===== config.mk =====
export PLATFORM = sky130hd
export DESIGN_NAME = ir_queue
export DESIGN_NICKNAME = d
export VERILOG_FILES = /design/src/rtl/ks10_ir_pkg.sv /design/src/rtl/ir_field_split.sv /design/src/rtl/ir_queue.sv
export SDC_FILE = /design/constraint.sdc
export NUM_CORES = 1
export LEC_CHECK = 0
export CORE_MARGIN = 5
export CORE_UTILIZATION = 30
export DETAILED_ROUTE_END_ITERATION = 6
export PLACE_DENSITY = 0.46
export SETUP_SLACK_MARGIN = 0.2
export SLEW_MARGIN = 20
export SYNTH_ARGS = -nofsm -noshare
export SYNTH_HDL_FRONTEND = slang
export SYNTH_HIERARCHICAL = 1
export SYNTH_SLANG_ARGS = --single-unit

===== constraint.sdc =====
create_clock -name clk -period 20.2 [get_ports clk]
set_clock_uncertainty 0.15 [all_clocks]
set_input_delay 6.06 -clock clk [delete_from_list [all_inputs] [get_ports clk]]
set_output_delay 6.06 -clock clk [all_outputs]
set_load 0.01 [all_outputs]

===== src/rtl/ks10_ir_pkg.sv =====
// Shared field layout for the instruction register queue.
// Words are numbered big-endian: bit 0 is the MSB, i.e. vector index WIDTH-1.
package ks10_ir_pkg;

  localparam int IR_WIDTH   = 36;
  localparam int IR_OPW     = 9;
  localparam int IR_ACW     = 4;
  localparam int IR_XRW     = 4;
  localparam int IR_IND_OFS = IR_OPW + IR_ACW;
  localparam int IR_YW      = IR_WIDTH - (IR_OPW + IR_ACW + 1 + IR_XRW);

  typedef struct packed {
    logic [IR_OPW-1:0] op;
    logic [IR_ACW-1:0] ac;
    logic              ind;
    logic [IR_XRW-1:0] xr;
    logic [IR_YW-1:0]  y;
  } ir_fields_t;

endpackage


===== src/rtl/ir_field_split.sv =====
// Combinational splitter: instruction word -> opcode/AC/I/X/Y fields.
// Big-endian bit b of the word lives at vector index IR_WIDTH-1-b.
module ir_field_split
  import ks10_ir_pkg::*;
(
  input  logic [IR_WIDTH-1:0] word,
  output ir_fields_t          fields
);

  assign fields.op  = word[IR_WIDTH-1 -: IR_OPW];
  assign fields.ac  = word[IR_WIDTH-1-IR_OPW -: IR_ACW];
  assign fields.ind = word[IR_WIDTH-1-IR_IND_OFS];
  assign fields.xr  = word[IR_WIDTH-2-IR_IND_OFS -: IR_XRW];
  assign fields.y   = word[IR_YW-1:0];

endmodule


===== src/rtl/ir_queue.sv =====
// Instruction register queue: DEPTH-entry circular buffer of instruction
// words with decoded head fields for the microsequencer.
// Optional same-cycle dbus bypass into an empty queue: define IR_QUEUE_BYPASS_EN.
module ir_queue
  import ks10_ir_pkg::*;
#(
  parameter int DEPTH = 4,
  parameter int WIDTH = IR_WIDTH,
  parameter int OPW   = IR_OPW,
  parameter int ACW   = IR_ACW,
  localparam int CW   = $clog2(DEPTH + 1),
  localparam int YW   = WIDTH - (OPW + ACW + 5)
) (
  input  logic             clk,
  input  logic             rst,
  input  logic             clken,
  input  logic             load,
  input  logic [WIDTH-1:0] dbus,
  input  logic             adv,
  input  logic             flush,
  output logic             full,
  output logic             valid,
  output logic [CW-1:0]    count,
  output logic             ovf,
  output logic [OPW-1:0]   ir,
  output logic [ACW-1:0]   ac,
  output logic             ind,
  output logic [3:0]       xr,
  output logic [YW-1:0]    y
);

  localparam int PW = $clog2(DEPTH);

  logic [WIDTH-1:0] mem [DEPTH];
  logic [PW-1:0]    rd_ptr;
  logic [PW-1:0]    wr_ptr;
  logic             ovf_q;

  logic             head_valid;
  logic             bypass_hit;
  logic             bypass_take;
  logic             load_ok;
  logic             adv_store;
  logic             ovf_set;
  logic [CW-1:0]    count_nxt;
  ir_fields_t       head_fields;
  ir_fields_t       sel_fields;

  // Occupancy is tracked only by count; pointers never decide full/empty.
  assign head_valid = (count != '0);
  assign full       = (count == CW'(DEPTH));

`ifdef IR_QUEUE_BYPASS_EN
  ir_fields_t bus_fields;

  assign bypass_hit = ~head_valid & load & clken & ~flush;

  ir_field_split u_split_bus (
    .word   (dbus),
    .fields (bus_fields)
  );
`else
  assign bypass_hit = 1'b0;
`endif

  assign valid = head_valid | bypass_hit;

  // A bypassed word that is consumed in the same cycle never enters storage.
  assign bypass_take = bypass_hit & adv;
  assign adv_store   = adv & head_valid;
  // When full, a simultaneous adv frees the head slot, which wr_ptr aliases.
  assign load_ok     = load & (~full | adv) & ~bypass_take;
  assign ovf_set     = load & full & ~adv;
  assign count_nxt   = count + CW'(load_ok) - CW'(adv_store);

  ir_field_split u_split_head (
    .word   (mem[rd_ptr]),
    .fields (head_fields)
  );

  // Select the field source and blank everything when nothing is presented.
  always_comb begin
    sel_fields = '0;
    if (head_valid) begin
      sel_fields = head_fields;
    end
`ifdef IR_QUEUE_BYPASS_EN
    else if (bypass_hit) begin
      sel_fields = bus_fields;
    end
`endif
  end

  assign ir  = sel_fields.op;
  assign ac  = sel_fields.ac;
  assign ind = sel_fields.ind;
  assign xr  = sel_fields.xr;
  assign y   = sel_fields.y;
  assign ovf = ovf_q;

  // Pointer, count and sticky overflow state; flush wins over load/adv.
  always_ff @(posedge clk) begin
    if (rst) begin
      rd_ptr <= '0;
      wr_ptr <= '0;
      count  <= '0;
      ovf_q  <= 1'b0;
    end else if (clken) begin
      if (flush) begin
        rd_ptr <= '0;
        wr_ptr <= '0;
        count  <= '0;
        ovf_q  <= 1'b0;
      end else begin
        if (load_ok)   wr_ptr <= wr_ptr + PW'(1);
        if (adv_store) rd_ptr <= rd_ptr + PW'(1);
        count <= count_nxt;
        if (ovf_set)   ovf_q <= 1'b1;
      end
    end
  end

  // Storage array; contents need no reset since count qualifies every read.
  always_ff @(posedge clk) begin
    if (~rst & clken & ~flush & load_ok) begin
      mem[wr_ptr] <= dbus;
    end
  end

endmodule


After elaboration in Yosys (flattened, before gate mapping)
Memories as Yosys holds them, arrays and structs flattened. A register that Yosys moved wholly into a read port is not among the register bits. Cells that the tools add are included.

$add $sub $neg: 4. Eq/ne operators: 1. Mux-type cells: 12. Bitwise gates (word level): 12. Reductions and logical operators: 7.

Operators with widths (count): 36-bit two-way mux (1); 2-bit two-way mux (6); 1-bit bitwise AND (7); 2-bit AND reduction (3); 2-bit nonzero test (3); 2-bit by 1-bit adder with 2-bit output (second input constant) (2); 1-bit two-way mux (4); 1-bit inverter (4); 3-bit by 1-bit adder with 3-bit output (1); 3-bit == test (second input constant) (1); 3-bit two-way mux (1); 3-bit nonzero test (1); 3-bit by 1-bit subtractor with 3-bit output (1); 1-bit bitwise OR (1).

Register bits: 8. Memory bits (writable): 144. Input port bits: 42. Output and inout bits: 42. Logic and storage cells: 41. Memories: 1.

Memories: mem (depth 4, bits a word 36, rd ports 1, clocked after Yosys merged registers in 1, write ports 1, RTL line ir_queue.sv:34) `logic [WIDTH-1:0] mem [DEPTH];`.

Logic depth before layout (Yosys ltp)
Word-level depth: 7. Depth in mapped cells: 12. Depth with buffers taken out: 11.

Cells and area by module
Netlist, hierarchy kept.

Modules (own cells, without submodules): ir_queue (instances 1, cells each 297, area an instance 6063.3 µm², seq. area each 4524.3 µm²); ir_field_split (instances 1, cells each 36, area an instance 270.3 µm², seq. area each 0.0 µm²).

Worst setup path after synthesis
No wires, ideal clock.

Path type: input port to flip-flop. Start: input clken. End: memory mem[1][0] (netlist bit) (enable). Setup time: 532 ps. Arrival time: 10208 ps. Slack: 9310 ps. Stages: 4. Path buffers: 1. Cells stage by stage: buf_6 -> and2_2 -> nand2_4 -> nor4b_1.

Longest elaborated chain between the ends: 5.

Ends and longest elaborated chain: start, declared (RTL line ir_queue.sv:16) `input logic clken,`; 1-bit bitwise AND (3 in series) (RTL line ir_queue.sv:125) `if (~rst & clken & ~flush & load_ok) begin`; 1-bit two-way mux (RTL line ir_queue.sv:125); 1-bit two-way mux (not written as such) (RTL line ir_queue.sv:126) `mem[wr_ptr] <= dbus;`; end, declared (RTL line ir_queue.sv:34).

Every way passes these cells.

Final worst setup path
Start: register count[1]. End: output y[6].

Longest elaborated chain between the ends: 2.

Ends and longest elaborated chain: start, declared (RTL line ir_queue.sv:23) `output logic [CW-1:0] count,`; start signal, assigned (RTL line ir_queue.sv:117) `count <= count_nxt;`; 3-bit nonzero test (RTL line ir_queue.sv:50) `assign head_valid = (count != '0);`; 36-bit two-way mux (RTL line ir_queue.sv:84) `if (head_valid) begin`; end, declared (RTL line ir_queue.sv:29) `output logic [YW-1:0] y`.

Every way passes these cells.

==> flow_metrics.tcl <==
set metrics [dict create \
    hold_viol_final 0 \
    clock.fmax_mhz 113 \
    ys_seq_area_frac 0.714 \
    clk_latency_ns 0.42 \
    p_leak_nw 2.47 \
    synth.distinct_cells 39 \
    power.total_w 0.000696 \
    syn_area_per_cell_sq_um 19.0 \
    cts_resized 0 \
    regToRegSetupSlack_ns 17.29 \
    fill_cells 1938 \
    core_sq_um 20900 \
    postSynthCellCount 333 \
    yosysWarnings 6 \
    grt_util_met1 0.128 \
    grtUsageMet3 0.0267 \
    ys.flop_type "edfxtp_1" \
    worst_pin_slew_ns 0.794 \
    grt_pass1_vias 3268 \
    wl_per_cell_microns 18.4 \
    routabilityCongestion 0.672 \
    min-delay-path-class "reg -> reg" \
    cts_setup_buffers 0 \
    rsz0062_at_grt "no" \
    wl_microns 12600 \
    final.setup.tns_ns 0 \
    cp_data_arrival_time_ns 2.60 \
    antennaDiodeCount 0 \
    max-vdd-ir-drop_v 0.0000567 \
    detail-route-antenna-nets 0 \
    timing.final.crit_share 0.436 \
    route.detailed.drc 0 \
    relSlewSlack 0.471 \
    cts_sinks 154 \
    drive_above_1_share 0.211 \
    hpwl_microns 7560 \
    grt_util_met2 0.184 \
    path_class "reg -> out" \
    clkTransAtPathRegs_ns 0.07 \
    start_util 0.303 \
    ctsHoldBuffers 0 \
    outcome "finished, final reports clean" \
    grt_overflow 0 \
    grt_use_total 0.107 \
    grt_pass1_wl_microns 18900 \
    max_cap_viol_count 0 \
    required_ns 13.99 \
    die_area_sq_um 24100 \
    cp-start-kind "flop" \
    ios 84 \
    htreeDepth 4 \
    fin_crit_ns 8.81 \
    busiest_layer "met2" \
    dieWidth_microns 155 \
    synth_seq_cells 154 \
    cts_tree "yes" \
    num_rows 53 \
    power.density_nw_per_um2 88.8 \
    area_growth_pct 23.7 \
    grt_max_degree 37 \
    num_vias 3049 \
    layout.nets 443 \
    maxSlewViolCount 0 \
    synth_edf_count 144 \
    first_pass_iters 4 \
    fp.dieH_microns 155 \
    cts_buffer_depth 2 \
    numCtsBuffers 17 \
    async_reset_ff_frac 0 \
    antenna_found_initial 0 \
    root_buffer "clkbuf_16" \
    setup_viol 0 \
    syn-num-nets 382 \
    portBuffers 83 \
    viasPerCell 4.47 \
    syn-cell-area_sq_um 6330 \
    endpoint_kind "primary output" \
    drt_first_iter_violations 102 \
    cp_max_fo 24 \
]
-- flip-flops by register name, summed over array words and instances, names as in the netlist, named ones only --
register,cells
mem,144
count,3
rd_ptr,2
wr_ptr,2
ovf,1
-- where the power goes --
group	internal, W	switching, W	total [W]
clock network	0.000175	0.000136	0.000310
logic	0.0000189	0.0000149	0.0000338
registers	0.000350	0.00000160	0.000352
-- Yosys cell counts (2+ instances only) --
library cell	count	area, sq um
edfxtp_1	144	4320
buf_4	40	300
and2_1	37	231
mux4_2	36	811
dfxtp_1	10	200
inv_1	7	26.3
ha_1	6	75.1
buf_2	5	25.0
nor4b_1	5	43.8
clkbuf_1	4	15.0
nand2_1	4	15.0
a21oi_1	3	15.0
nor2_1	3	11.3
a31oi_1	2	12.5
nor2b_1	2	12.5
or3_1	2	12.5
-- metrics by stage --
stage               area (sq um)  hold slack [ns]  worst slack, ns   util  std cells
global placement            7260            0.347            11.40  0.347        650
CTS                         7840            0.366            11.21  0.375        682
global route                7840            0.399            11.12  0.375        682
floorplan                   6330            0.328             9.31      -        333
detailed placement          7260            0.356            11.36  0.347        650
finish                      7840            0.363            11.39  0.375        682
-- layout make-up --
| type | count | area [sq um] | area share |
|---|---|---|---|
| inverters | 7 | 26.3 | 0.00335 |
| clock buffers | 17 | 425 | 0.0543 |
| well taps | 275 | 344 | 0.0439 |
| multi-input cells | 121 | 1450 | 0.185 |
| repair buffers | 93 | 906 | 0.116 |
| flip-flops and latches | 154 | 4530 | 0.578 |
| clock inverters | 15 | 154 | 0.0196 |
-- metal layers --
metal	routed length (microns)	part of all wire	vias up
li1	-	-	1391
met1	5330	0.42	1581
met2	6660	0.53	62
met3	420	0.033	15
met4	176	0.014	0
met5	0	0	-
-- placed cells by master (no fill, tap or decap), types with 2 or more instances in the layout --
master           instances
clkinv_1                 2
or3_1                    2
clkinv_4                 2
ha_1                     6
nor2_1                   3
inv_1                    7
mux4_2                  36
nor2b_1                  2
clkdlybuf4s50_1         83
a21oi_1                  3
a31oi_1                  2
and2_1                  37
dfxtp_1                  8
nor4b_2                  4
edfxtp_1               144
clkbuf_16               17
inv_6                    4
inv_8                    5
buf_4                   10
nand2_1                  4
-- cell families (layout without fill, tap and decap cells) --
family	count (synthesis)	after routing	synth area share
compound gates	12	12	0.0136
xor+xnor	1	1	0.00138
fa+ha+maj	7	7	0.0150
buf+inv	58	132	0.0604
flops	154	154	0.714
mux	37	37	0.130
simple gates	64	64	0.0656
-- critical path, stage by stage, from the launching register on --
cell,delay [ns]
dfxtp_1,0.53
nor3_2,0.09
inv_1,0.44
buf_4,0.37
and2_1,0.19
clkdlybuf4s50_1,0.55
-- final timing paths --
| path | start | endpoint | depth (start not counted) |
|---|---|---|---|
| worst max-delay path | count[1] | y[6] | 5 |
| worst min-delay path | ovf | ovf | 2 |
| worst max register to register | count[2] | count[2] | 11 |
| worst min register to register | ovf | ovf | 2 |
Note: power is estimated with default switching activity, not from simulation.
